**config.mk**
```make
export PLATFORM = sky130hd
export DESIGN_NAME = ysyx_23060025_axi_master_flat
export DESIGN_NICKNAME = d
export VERILOG_FILES = /design/src/rtl/ysyx_23060025_axi_master_if.sv /design/src/rtl/ysyx_23060025_axi_master.sv /design/src/flat_wrapper.sv
export SDC_FILE = /design/constraint.sdc
export NUM_CORES = 1
export LEC_CHECK = 0
export BUFFER_PORTS_ARGS = -buffer_cell sky130_fd_sc_hd__buf_2
export CORE_ASPECT_RATIO = 0.8
export CORE_UTILIZATION = 41
export CTS_BUF_LIST = sky130_fd_sc_hd__clkbuf_4
export CTS_CLUSTER_SIZE = 20
export DETAILED_ROUTE_END_ITERATION = 10
export HOLD_SLACK_MARGIN = 0.12
export MAX_ROUTING_LAYER = met4
export PLACE_DENSITY = 0.76
export REMOVE_ABC_BUFFERS = 1
export SLEW_MARGIN = 25
export SYNTH_ARGS = -nofsm -noshare
export SYNTH_HDL_FRONTEND = slang
export SYNTH_SLANG_ARGS = --single-unit
```
**constraint.sdc**
```tcl
create_clock -name clk -period 3.39 [get_ports clk]
set_clock_uncertainty 0.05 [all_clocks]
set_input_delay 0.678 -clock clk [delete_from_list [all_inputs] [get_ports clk]]
set_output_delay 0.678 -clock clk [all_outputs]
set_load 0.05 [all_outputs]
```
**src/rtl/ysyx_23060025_axi_master_if.sv**
```systemverilog
// Signal bundle between the CPU-side request/response port, the AXI-lite master and its slave.
// The master modport is the bridge's view; the slave modport is the CPU plus memory environment.
interface ysyx_23060025_axi_master_if #(
  parameter int ADDR_LEN = 32,
  parameter int DATA_LEN = 32
);
  localparam int STRB_LEN = DATA_LEN / 8;

  logic                req_valid_i;
  logic                req_ready_o;
  logic                req_wen_i;
  logic [ADDR_LEN-1:0] req_addr_i;
  logic [DATA_LEN-1:0] req_wdata_i;
  logic [STRB_LEN-1:0] req_wmask_i;

  logic                rsp_valid_o;
  logic                rsp_ready_i;
  logic [DATA_LEN-1:0] rsp_rdata_o;
  logic                rsp_err_o;

  logic [ADDR_LEN-1:0] addr_r_addr_o;
  logic                addr_r_valid_o;
  logic                addr_r_ready_i;
  logic [DATA_LEN-1:0] r_data_i;
  logic [1:0]          r_resp_i;
  logic                r_valid_i;
  logic                r_ready_o;

  logic [ADDR_LEN-1:0] addr_w_addr_o;
  logic                addr_w_valid_o;
  logic                addr_w_ready_i;
  logic [DATA_LEN-1:0] w_data_o;
  logic [STRB_LEN-1:0] w_strb_o;
  logic                w_valid_o;
  logic                w_ready_i;
  logic [1:0]          bkwd_resp_i;
  logic                bkwd_valid_i;
  logic                bkwd_ready_o;

  modport master (
    input  req_valid_i, req_wen_i, req_addr_i, req_wdata_i, req_wmask_i,
    output req_ready_o,
    output rsp_valid_o, rsp_rdata_o, rsp_err_o,
    input  rsp_ready_i,
    output addr_r_addr_o, addr_r_valid_o, r_ready_o,
    input  addr_r_ready_i, r_data_i, r_resp_i, r_valid_i,
    output addr_w_addr_o, addr_w_valid_o, w_data_o, w_strb_o, w_valid_o, bkwd_ready_o,
    input  addr_w_ready_i, w_ready_i, bkwd_resp_i, bkwd_valid_i
  );

  modport slave (
    output req_valid_i, req_wen_i, req_addr_i, req_wdata_i, req_wmask_i,
    input  req_ready_o,
    input  rsp_valid_o, rsp_rdata_o, rsp_err_o,
    output rsp_ready_i,
    input  addr_r_addr_o, addr_r_valid_o, r_ready_o,
    output addr_r_ready_i, r_data_i, r_resp_i, r_valid_i,
    input  addr_w_addr_o, addr_w_valid_o, w_data_o, w_strb_o, w_valid_o, bkwd_ready_o,
    output addr_w_ready_i, w_ready_i, bkwd_resp_i, bkwd_valid_i
  );
endinterface

```
**src/rtl/ysyx_23060025_axi_master.sv**
```systemverilog
// Single-outstanding CPU request to AXI-lite master bridge: one read or one write
// per request, response held on the CPU side until consumed.
module ysyx_23060025_axi_master #(
  parameter int ADDR_LEN = 32,
  parameter int DATA_LEN = 32
) (
  input  logic                         clk,
  input  logic                         rst,
  ysyx_23060025_axi_master_if.master   bus,
  output logic [2:0]                   dbg_state,
  output logic                         dbg_wen
);
  localparam int STRB_LEN = DATA_LEN / 8;

  typedef enum logic [2:0] {
    IDLE  = 3'd0,
    RADDR = 3'd1,
    RDATA = 3'd2,
    WRITE = 3'd3,
    WRESP = 3'd4,
    DONE  = 3'd5
  } state_t;

  state_t              state_q, state_d;
  logic                ready_en;
  logic [ADDR_LEN-1:0] addr_q;
  logic [DATA_LEN-1:0] wdata_q;
  logic [STRB_LEN-1:0] wmask_q;
  logic                wen_q;
  logic                aw_done, w_done;
  logic [DATA_LEN-1:0] rdata_q;
  logic                err_q;

  // Handshake rule on every channel: a transfer happens on a rising edge where
  // valid && ready; every valid here is a function of state/flags only, never of
  // the matching ready, so valid and payload stay put until that edge.
  logic accept, ar_hs, r_hs, aw_hs, w_hs, b_hs, rsp_hs;

  assign bus.req_ready_o    = (state_q == IDLE) && ready_en;
  assign bus.addr_r_valid_o = (state_q == RADDR);
  assign bus.r_ready_o      = (state_q == RDATA);
  assign bus.addr_w_valid_o = (state_q == WRITE) && !aw_done;
  assign bus.w_valid_o      = (state_q == WRITE) && !w_done;
  assign bus.bkwd_ready_o   = (state_q == WRESP);
  assign bus.rsp_valid_o    = (state_q == DONE);

  assign bus.addr_r_addr_o = addr_q;
  assign bus.addr_w_addr_o = addr_q;
  assign bus.w_data_o      = wdata_q;
  assign bus.w_strb_o      = wmask_q;
  assign bus.rsp_rdata_o   = rdata_q;
  assign bus.rsp_err_o     = err_q;

  assign accept = bus.req_valid_i && bus.req_ready_o;
  assign ar_hs  = bus.addr_r_valid_o && bus.addr_r_ready_i;
  assign r_hs   = bus.r_ready_o && bus.r_valid_i;
  assign aw_hs  = bus.addr_w_valid_o && bus.addr_w_ready_i;
  assign w_hs   = bus.w_valid_o && bus.w_ready_i;
  assign b_hs   = bus.bkwd_ready_o && bus.bkwd_valid_i;
  assign rsp_hs = bus.rsp_valid_o && bus.rsp_ready_i;

  assign dbg_state = state_q;
  assign dbg_wen   = wen_q;

  always_comb begin
    state_d = state_q;
    case (state_q)
      IDLE:    if (accept) state_d = bus.req_wen_i ? WRITE : RADDR;
      RADDR:   if (ar_hs) state_d = RDATA;
      RDATA:   if (r_hs) state_d = DONE;
      // Either channel may finish first, or both on the same edge.
      WRITE:   if ((aw_done || aw_hs) && (w_done || w_hs)) state_d = WRESP;
      WRESP:   if (b_hs) state_d = DONE;
      DONE:    if (rsp_hs) state_d = IDLE;
      default: state_d = IDLE;
    endcase
  end

  always_ff @(posedge clk or posedge rst) begin
    if (rst) begin
      state_q  <= IDLE;
      ready_en <= 1'b0;
      addr_q   <= '0;
      wdata_q  <= '0;
      wmask_q  <= '0;
      wen_q    <= 1'b0;
      aw_done  <= 1'b0;
      w_done   <= 1'b0;
      rdata_q  <= '0;
      err_q    <= 1'b0;
    end else begin
      state_q  <= state_d;
      ready_en <= 1'b1;
      if (accept) begin
        addr_q  <= bus.req_addr_i;
        wdata_q <= bus.req_wdata_i;
        wmask_q <= bus.req_wmask_i;
        wen_q   <= bus.req_wen_i;
      end
      if (state_q == WRITE && state_d == WRITE) begin
        aw_done <= aw_done || aw_hs;
        w_done  <= w_done || w_hs;
      end else begin
        aw_done <= 1'b0;
        w_done  <= 1'b0;
      end
      if (r_hs) begin
        rdata_q <= bus.r_data_i;
        err_q   <= (bus.r_resp_i != 2'b00);
      end else if (b_hs) begin
        rdata_q <= '0;
        err_q   <= (bus.bkwd_resp_i != 2'b00);
      end
    end
  end
endmodule

```
**src/flat_wrapper.sv**
```systemverilog
// flat-port wrapper written by rule: the top's interface ports become plain ports
module ysyx_23060025_axi_master_flat 
#(
  parameter int ADDR_LEN = 32,
  parameter int DATA_LEN = 32
)
  (clk, rst, dbg_state, dbg_wen, bus_req_valid_i, bus_req_wen_i, bus_req_addr_i, bus_req_wdata_i, bus_req_wmask_i, bus_req_ready_o, bus_rsp_valid_o, bus_rsp_rdata_o, bus_rsp_err_o, bus_rsp_ready_i, bus_addr_r_addr_o, bus_addr_r_valid_o, bus_r_ready_o, bus_addr_r_ready_i, bus_r_data_i, bus_r_resp_i, bus_r_valid_i, bus_addr_w_addr_o, bus_addr_w_valid_o, bus_w_data_o, bus_w_strb_o, bus_w_valid_o, bus_bkwd_ready_o, bus_addr_w_ready_i, bus_w_ready_i, bus_bkwd_resp_i, bus_bkwd_valid_i);
  ysyx_23060025_axi_master_if #(.ADDR_LEN(ADDR_LEN), .DATA_LEN(DATA_LEN)) bus_i ();
  input  logic clk;
  input  logic rst;
  output logic [2:0] dbg_state;
  output logic dbg_wen;
  input wire logic [$bits(bus_i.req_valid_i)-1:0] bus_req_valid_i;
  input wire logic [$bits(bus_i.req_wen_i)-1:0] bus_req_wen_i;
  input wire logic [$bits(bus_i.req_addr_i)-1:0] bus_req_addr_i;
  input wire logic [$bits(bus_i.req_wdata_i)-1:0] bus_req_wdata_i;
  input wire logic [$bits(bus_i.req_wmask_i)-1:0] bus_req_wmask_i;
  output wire logic [$bits(bus_i.req_ready_o)-1:0] bus_req_ready_o;
  output wire logic [$bits(bus_i.rsp_valid_o)-1:0] bus_rsp_valid_o;
  output wire logic [$bits(bus_i.rsp_rdata_o)-1:0] bus_rsp_rdata_o;
  output wire logic [$bits(bus_i.rsp_err_o)-1:0] bus_rsp_err_o;
  input wire logic [$bits(bus_i.rsp_ready_i)-1:0] bus_rsp_ready_i;
  output wire logic [$bits(bus_i.addr_r_addr_o)-1:0] bus_addr_r_addr_o;
  output wire logic [$bits(bus_i.addr_r_valid_o)-1:0] bus_addr_r_valid_o;
  output wire logic [$bits(bus_i.r_ready_o)-1:0] bus_r_ready_o;
  input wire logic [$bits(bus_i.addr_r_ready_i)-1:0] bus_addr_r_ready_i;
  input wire logic [$bits(bus_i.r_data_i)-1:0] bus_r_data_i;
  input wire logic [$bits(bus_i.r_resp_i)-1:0] bus_r_resp_i;
  input wire logic [$bits(bus_i.r_valid_i)-1:0] bus_r_valid_i;
  output wire logic [$bits(bus_i.addr_w_addr_o)-1:0] bus_addr_w_addr_o;
  output wire logic [$bits(bus_i.addr_w_valid_o)-1:0] bus_addr_w_valid_o;
  output wire logic [$bits(bus_i.w_data_o)-1:0] bus_w_data_o;
  output wire logic [$bits(bus_i.w_strb_o)-1:0] bus_w_strb_o;
  output wire logic [$bits(bus_i.w_valid_o)-1:0] bus_w_valid_o;
  output wire logic [$bits(bus_i.bkwd_ready_o)-1:0] bus_bkwd_ready_o;
  input wire logic [$bits(bus_i.addr_w_ready_i)-1:0] bus_addr_w_ready_i;
  input wire logic [$bits(bus_i.w_ready_i)-1:0] bus_w_ready_i;
  input wire logic [$bits(bus_i.bkwd_resp_i)-1:0] bus_bkwd_resp_i;
  input wire logic [$bits(bus_i.bkwd_valid_i)-1:0] bus_bkwd_valid_i;
  assign bus_i.req_valid_i = bus_req_valid_i;
  assign bus_i.req_wen_i = bus_req_wen_i;
  assign bus_i.req_addr_i = bus_req_addr_i;
  assign bus_i.req_wdata_i = bus_req_wdata_i;
  assign bus_i.req_wmask_i = bus_req_wmask_i;
  assign bus_req_ready_o = bus_i.req_ready_o;
  assign bus_rsp_valid_o = bus_i.rsp_valid_o;
  assign bus_rsp_rdata_o = bus_i.rsp_rdata_o;
  assign bus_rsp_err_o = bus_i.rsp_err_o;
  assign bus_i.rsp_ready_i = bus_rsp_ready_i;
  assign bus_addr_r_addr_o = bus_i.addr_r_addr_o;
  assign bus_addr_r_valid_o = bus_i.addr_r_valid_o;
  assign bus_r_ready_o = bus_i.r_ready_o;
  assign bus_i.addr_r_ready_i = bus_addr_r_ready_i;
  assign bus_i.r_data_i = bus_r_data_i;
  assign bus_i.r_resp_i = bus_r_resp_i;
  assign bus_i.r_valid_i = bus_r_valid_i;
  assign bus_addr_w_addr_o = bus_i.addr_w_addr_o;
  assign bus_addr_w_valid_o = bus_i.addr_w_valid_o;
  assign bus_w_data_o = bus_i.w_data_o;
  assign bus_w_strb_o = bus_i.w_strb_o;
  assign bus_w_valid_o = bus_i.w_valid_o;
  assign bus_bkwd_ready_o = bus_i.bkwd_ready_o;
  assign bus_i.addr_w_ready_i = bus_addr_w_ready_i;
  assign bus_i.w_ready_i = bus_w_ready_i;
  assign bus_i.bkwd_resp_i = bus_bkwd_resp_i;
  assign bus_i.bkwd_valid_i = bus_bkwd_valid_i;
  ysyx_23060025_axi_master #(.ADDR_LEN(ADDR_LEN), .DATA_LEN(DATA_LEN)) u_core (.clk(clk), .rst(rst), .bus(bus_i), .dbg_state(dbg_state), .dbg_wen(dbg_wen));
endmodule
```
==> flow_summary.json, run 1 <==
{
  "status": "finished, final reports clean",
  "placeableCoreArea_um2": 10930,
  "cts_setup_buffers": 0,
  "regToRegStartpoint": "u_core.dbg_state[2]$_DFF_PP0_",
  "r2r_slack_ns": 1.28,
  "die_w_um": 120.9,
  "finalInstanceArea_um2": 5939,
  "post-route-min-period_ns": 2.525,
  "postRouteWirelength_mm": 10.44,
  "fin_crit_sh": 0.7448,
  "postSynth.topFlopCell": "sky130_fd_sc_hd__dfrtp_1",
  "max_cap_viol_count": 0,
  "clock_latency_ns": 0.43,
  "worstRegToRegCells": 4,
  "finalCoreUtilization": 0.5433,
  "ant_nets": 0,
  "initial_core_util": 0.4242,
  "setup-tns-final_ns": 0,
  "place_congestion": 0.7897,
  "post_synth_inst_count": 296,
  "synth_async_sr_flop_share": 1.000,
  "dieHeight_um": 97.13,
  "fin_nets": 634,
  "start_to_end_type_of_the_worst_setup_path": "flip-flop to output port",
  "drive_above_1_share": 0.6705,
  "proportion_of_synthesized_chip_area_in_sequential_cells": 0.5827,
  "critical_path_required_ns": 2.66,
  "gr-usage-all-layers": 0.1882,
  "cp_data_arrival_time_ns": 1.80,
  "detailed_place_hpwl_mm": 7.766,
  "final_max_tran_viols": 0,
  "overall_overflow_remaining_after_global_route": 0,
  "startpoint_type": "flip-flop",
  "h_tree_level_count": 3,
  "r2r-end": "u_core.bus.w_strb_o[2]$_DFFE_PP0P_",
  "post_drt_wl_per_cell_um": 15.61,
  "cts_buffer_depth": 2,
  "maximum_number_of_pins_on_one_net_before_global_route_repair": 57,
  "path_clk_slew_ns": 0.16,
  "pin_count": 258,
  "drcViolationCount": 0,
  "mostFrequentLayoutCells": "sky130_fd_sc_hd__buf_2, sky130_fd_sc_hd__dfrtp_1, sky130_fd_sc_hd__mux2_4",
  "fmaxAchievable_mhz": 396.1,
  "holdWs_ns": 0.2715,
  "ys_types": 31,
  "crit_fanout": 10,
  "grt_first_pass_wirelength_mm": 16.65,
  "core.rowCount": 34,
  "postSynthAreaPerCell_um2": 15.67,
  "total_number_of_yosys_warnings": 0,
  "number_of_global_route_vias_before_repair": 3210,
  "detailedRoute.firstIterationViolations": 95,
  "post_synth_instance_area_um2": 4638,
  "setup_viol_count_final": 0,
  "detailed_routing_iteration_count_for_the_pre_antenna_repair_pass": 4,
  "most_common_cell_after_layout_fill_and_taps_aside": "sky130_fd_sc_hd__buf_2",
  "hold_class": "input pin to asynchronous set/reset pin",
  "max_transition_margin": 0.5556,
  "numClockSinks": 108,
  "setup_repair_after_global_routing_missed_its_margin": "no",
  "finalHoldViolCount": 0,
  "number_of_antenna_violations_at_the_first_check_in_global_routing": 0,
  "die_area_um2": 11740,
  "cts_tree": "yes",
  "nFillCells": 935,
  "port-buffer-count": 257,
  "post_cts_resized": 0,
  "areaGrowthSynthToFinish_pct": 28.06,
  "crit_path_end_kind": "output port",
  "synth_enable_flop_cells": 0,
  "cts-buffers-inserted": 9,
  "cts-root-buf": "sky130_fd_sc_hd__clkbuf_4",
  "route.vias.total": 3145,
  "dpl_cell_area_um2": 5819,
  "diodes": 0,
  "ys_ff_latch": 108,
  "count_of_hold_fix_buffers_inserted_at_cts": 0,
  "tightest_slew_ns": 0.6666,
  "drt_via_density": 4.701
}
-- per-layer routing --
| layer | track usage | wire length, µm | part of all wire |
|---|---|---|---|
| met4 | 0.05128 | 101 | 0.0097 |
| met3 | 0.04988 | 815 | 0.078 |
| met1 | 0.2341 | 4424 | 0.42 |
| met5 | - | 0 | 0 |
| met2 | 0.3029 | 5101 | 0.49 |
-- layout make-up --
type                       count  area [µm²]  share of cell area
sequential                   108        2703              0.4550
multi-input combinational    137        1574              0.2650
timing repair buffer         263        1356              0.2284
tap                          144       180.2             0.03033
clock buffer                  11       82.58             0.01390
clock inverter                 5       37.54            0.006320
inverter                       1       6.256            0.001053
-- cells in the mapped netlist (2+ instances only) --
| master | instances | area share |
|---|---|---|
| sky130_fd_sc_hd__a21oi_1 | 2 | 0.0022 |
| sky130_fd_sc_hd__a22o_1 | 32 | 0.060 |
| sky130_fd_sc_hd__buf_2 | 10 | 0.011 |
| sky130_fd_sc_hd__buf_4 | 32 | 0.052 |
| sky130_fd_sc_hd__buf_6 | 7 | 0.017 |
| sky130_fd_sc_hd__dfrtp_1 | 108 | 0.58 |
| sky130_fd_sc_hd__mux2_4 | 68 | 0.22 |
| sky130_fd_sc_hd__mux2i_1 | 2 | 0.0043 |
| sky130_fd_sc_hd__nand3b_1 | 3 | 0.0049 |
| sky130_fd_sc_hd__nor2_1 | 7 | 0.0057 |
| sky130_fd_sc_hd__nor2b_1 | 2 | 0.0027 |
| sky130_fd_sc_hd__nor3b_1 | 3 | 0.0049 |
| sky130_fd_sc_hd__nor4_1 | 2 | 0.0027 |
-- stage by stage --
stage	cells	setup slack, ns
floorplan	246	-0.6247
global placement	653	1.352
detailed placement	653	1.290
CTS	669	0.7992
global route	669	0.6858
finish	669	0.8653
-- state kept, by name, summed over array words and instances, names as in the netlist --
name                      count
u_core.ready_en               1
u_core.aw_done                1
u_core.bus.rsp_err_o          1
u_core.w_done                 1
u_core.bus.w_data_o          32
u_core.bus.rsp_rdata_o       32
u_core.dbg_state              3
u_core.bus.addr_r_addr_o     32
u_core.dbg_wen                1
u_core.bus.w_strb_o           4
-- kinds of logic after synthesis --
| kind of cell | count (synthesis) | synth area share |
|---|---|---|
| multiplexers | 71 | 0.2269 |
| buffers and inverters | 51 | 0.08120 |
| AO/OA/AOI/OAI | 38 | 0.06960 |
| AND/OR/NAND/NOR | 27 | 0.03884 |
| flip-flops | 108 | 0.5827 |
| other | 1 | 0.0008085 |
-- critical path: stages (launching register included) --
cell and delay (ns):
sky130_fd_sc_hd__dfrtp_1 0.61, sky130_fd_sc_hd__nor2b_1 0.29, sky130_fd_sc_hd__nor2b_1 0.19, sky130_fd_sc_hd__buf_2 0.28
-- worst max path at each step --
| stage | from | to | slack, ns |
|---|---|---|---|
| 2_1_floorplan | u_core.dbg_state[1]$_DFF_PP0_ | u_core.bus.rsp_err_o$_DFFE_PP0P_ | -0.62 |
| 3_3_place_gp | bus_r_valid_i | u_core.bus.rsp_err_o$_DFFE_PP0P_ | 1.35 |
| 3_5_place_dp | u_core.dbg_state[0]$_DFF_PP0_ | u_core.bus.w_strb_o[2]$_DFFE_PP0P_ | 1.29 |
| 4_1_cts | u_core.dbg_state[0]$_DFF_PP0_ | bus_addr_r_valid_o | 0.80 |
| 5_1_grt | u_core.dbg_state[2]$_DFF_PP0_ | bus_addr_w_valid_o | 0.69 |
| 6_report | u_core.dbg_state[0]$_DFF_PP0_ | bus_addr_r_valid_o | 0.87 |
Power of run 1 is left out: the tool's default activity adds up to more than one toggle a clock period on the data nets, which glitch-free logic cannot reach.
==> run 2, diff against run 1 <==
--- a/config.mk
+++ b/config.mk
@@ -5,15 +5,16 @@
 export SDC_FILE = /design/constraint.sdc
 export NUM_CORES = 1
 export LEC_CHECK = 0
+export ABC_AREA = 1
 export BUFFER_PORTS_ARGS = -buffer_cell sky130_fd_sc_hd__buf_2
 export CORE_ASPECT_RATIO = 0.8
-export CORE_UTILIZATION = 41
+export CORE_UTILIZATION = 46
 export CTS_BUF_LIST = sky130_fd_sc_hd__clkbuf_4
 export CTS_CLUSTER_SIZE = 20
 export DETAILED_ROUTE_END_ITERATION = 10
 export HOLD_SLACK_MARGIN = 0.12
 export MAX_ROUTING_LAYER = met4
-export PLACE_DENSITY = 0.76
+export PLACE_DENSITY = 0.81
 export REMOVE_ABC_BUFFERS = 1
 export SLEW_MARGIN = 25
 export SYNTH_ARGS = -nofsm -noshare
==> constraint.sdc (replaced) <==
create_clock -name clk -period 2.5 [get_ports clk]
set_clock_uncertainty 0.05 [all_clocks]
set_input_delay 0.5 -clock clk [delete_from_list [all_inputs] [get_ports clk]]
set_output_delay 0.5 -clock clk [all_outputs]
set_load 0.05 [all_outputs]
==> run 2 against run 1 <==
Count of clock-buffer cells in the layout down 2. Wire length up 10%. Die area fell by 12%. Sequential share of layout area increased by 0.63 points. Synthesized cell count increased by 78%. Register-to-register slack lost 0.72 ns.
==> flow_summary.json, run 2 <==
{
  "status": "finished, final reports clean",
  "ys_ff_latch": 108,
  "proportion_of_synthesized_chip_area_in_sequential_cells": 0.5923,
  "ys_top_cells_by_area": "sky130_fd_sc_hd__dfrtp_1, sky130_fd_sc_hd__nand2_1, sky130_fd_sc_hd__buf_4",
  "gr-usage-all-layers": 0.2305,
  "numClockSinks": 108,
  "max_transition_margin": 0.6524,
  "netlist.area_leader.share": 0.5923,
  "synth_async_sr_flop_share": 1.000,
  "placeableCoreArea_um2": 9649,
  "place_congestion": 0.8293,
  "postRouteWirelength_mm": 11.51,
  "areaGrowthSynthToFinish_pct": 28.43,
  "total_number_of_yosys_warnings": 0,
  "setup_repair_after_global_routing_missed_its_margin": "no",
  "drcViolationCount": 0,
  "start_to_end_type_of_the_worst_setup_path": "flip-flop to output port",
  "postSynth.topFlopCell": "sky130_fd_sc_hd__dfrtp_1",
  "critical_path_required_ns": 1.95,
  "path_clk_slew_ns": 0.16,
  "hold_class": "input pin to flip-flop",
  "crit_path_end_kind": "output port",
  "post-route-min-period_ns": 2.313,
  "post_synth_inst_count": 527,
  "ant_nets": 0,
  "mostFrequentLayoutCells": "sky130_fd_sc_hd__nand2_1, sky130_fd_sc_hd__buf_2, sky130_fd_sc_hd__dfrtp_1",
  "startpoint_type": "flip-flop",
  "cts-buffers-inserted": 9,
  "final_max_tran_viols": 0,
  "die_area_um2": 10320,
  "core.rowCount": 32,
  "fin_nets": 862,
  "fmaxAchievable_mhz": 432.3,
  "grt_first_pass_wirelength_mm": 18.27,
  "cts-root-buf": "sky130_fd_sc_hd__clkbuf_4",
  "ys_types": 18,
  "synthTopCellsByCount": "sky130_fd_sc_hd__nand2_1, sky130_fd_sc_hd__dfrtp_1, sky130_fd_sc_hd__nand3_1",
  "cp_data_arrival_time_ns": 1.76,
  "most_common_cell_after_layout_fill_and_taps_aside": "sky130_fd_sc_hd__nand2_1",
  "cts_buffer_depth": 2,
  "dieHeight_um": 91.09,
  "port-buffer-count": 257,
  "tightest_slew_ns": 0.5214,
  "crit_fanout": 8,
  "h_tree_level_count": 3,
  "yosys.cell_count.top_type": "sky130_fd_sc_hd__nand2_1",
  "clock_latency_ns": 0.44,
  "fin_crit_sh": 0.9253,
  "diodes": 0,
  "route.vias.total": 4115,
  "die_w_um": 113.4,
  "overall_overflow_remaining_after_global_route": 0,
  "max_cap_viol_count": 0,
  "pin_count": 258,
  "setup-tns-final_ns": 0,
  "maximum_number_of_pins_on_one_net_before_global_route_repair": 55,
  "drt_via_density": 4.634,
  "post-synth-top-area-cell": "sky130_fd_sc_hd__dfrtp_1",
  "post_synth_instance_area_um2": 4563,
  "number_of_antenna_violations_at_the_first_check_in_global_routing": 0,
  "setup_viol_count_final": 0,
  "synth_enable_flop_cells": 0,
  "cts_tree": "yes",
  "number_of_global_route_vias_before_repair": 3877,
  "postSynthAreaPerCell_um2": 8.659,
  "post_drt_wl_per_cell_um": 12.96,
  "detailed_place_hpwl_mm": 8.478,
  "initial_core_util": 0.4729,
  "nFillCells": 851,
  "detailed_routing_iteration_count_for_the_pre_antenna_repair_pass": 4,
  "finalHoldViolCount": 0,
  "detailedRoute.firstIterationViolations": 171,
  "drive_above_1_share": 0.3883
}
==> run 2: changes by cell type after synthesis, sizes merged, moves of 3 or more <==
cell	before	now
clkbuf	1	5
a22o	32	0
inv	1	17
mux2	69	0
nand3	1	43
nor3b	3	0
nand4	1	4
nand2	2	285
==> run 2: final timing paths <==
path                                                            start                                  endpoint  slack (ns)  cells after the start
worst max-delay path                    u_core.dbg_state[0]$_DFF_PP0_                        bus_addr_w_valid_o        0.19                      5
worst min-delay path                               bus_req_addr_i[19]  u_core.bus.addr_r_addr_o[19]$_DFFE_PP0P_        0.18                      3
worst max register to register          u_core.dbg_state[2]$_DFF_PP0_             u_core.dbg_state[1]$_DFF_PP0_        0.56                      6
worst min register to register  u_core.bus.rsp_rdata_o[4]$_DFFE_PP0P_     u_core.bus.rsp_rdata_o[4]$_DFFE_PP0P_        0.43                      2
max in group asynchronous                                         rst   u_core.bus.addr_r_addr_o[4]$_DFFE_PP0P_        1.15                      4
min in group asynchronous                                         rst  u_core.bus.addr_r_addr_o[30]$_DFFE_PP0P_        0.57                      3
==> run 2: per-stage QoR <==
step / setup slack (ns) / instance area (µm²) / hold WS, ns / std cells / util
2_1_floorplan: -0.8956 / 4174 / 0.5348 / 471 / -
3_3_place_gp: 0.5105 / 5710 / 0.3978 / 871 / 0.5918
3_5_place_dp: 0.3572 / 5710 / 0.4030 / 871 / 0.5918
4_1_cts: 0.0004190 / 5843 / 0.1518 / 887 / 0.6056
5_1_grt: 0.01755 / 5861 / 0.1355 / 888 / 0.6074
6_report: 0.1869 / 5861 / 0.1827 / 888 / 0.6074
==> run 2: per-layer routing <==
layer	GRT usage	up-vias	share of wire
met2	0.3809	190	0.50
met5	-	-	0
met3	0.05140	28	0.058
li1	-	2024	-
met1	0.2822	1873	0.42
met4	0.07456	0	0.021
==> run 2: cell families after synthesis <==
kind of cell,Yosys count,share of synthesized area
DFF,108,0.5923
other,1,0.0008218
buffers and inverters,73,0.09926
and+or+nand+nor,345,0.3077
==> run 2: timing repair <==
action                                 CTS  global route
gates resized for setup                  1             3
hold buffers                             1             0
buffers inserted                         0             1
endpoints found under the hold margin   39             0
pin swaps                                0             1
setup endpoints to repair                2             2
==> run 2: final cells by class <==
type | instances | area (µm²) | share of cell area
Sequential cell | 108 | 2704 | 0.4614
Multi-Input combinational cell | 346 | 1419 | 0.2421
Timing Repair Buffer | 266 | 1384 | 0.2361
Tap cell | 136 | 170.2 | 0.02903
Clock buffer | 9 | 67.56 | 0.01153
Inverter | 17 | 66.31 | 0.01132
Clock inverter | 6 | 50.05 | 0.008540
==> run 2: worst max-delay path, stage by stage, from the launching register on <==
cell and delay (ns):
sky130_fd_sc_hd__dfrtp_1 0.47, sky130_fd_sc_hd__inv_1 0.20, sky130_fd_sc_hd__nor3_4 0.21, sky130_fd_sc_hd__inv_1 0.09
sky130_fd_sc_hd__nor2_1 0.12, sky130_fd_sc_hd__clkbuf_4 0.24
Power of run 2 is left out for the same reason.
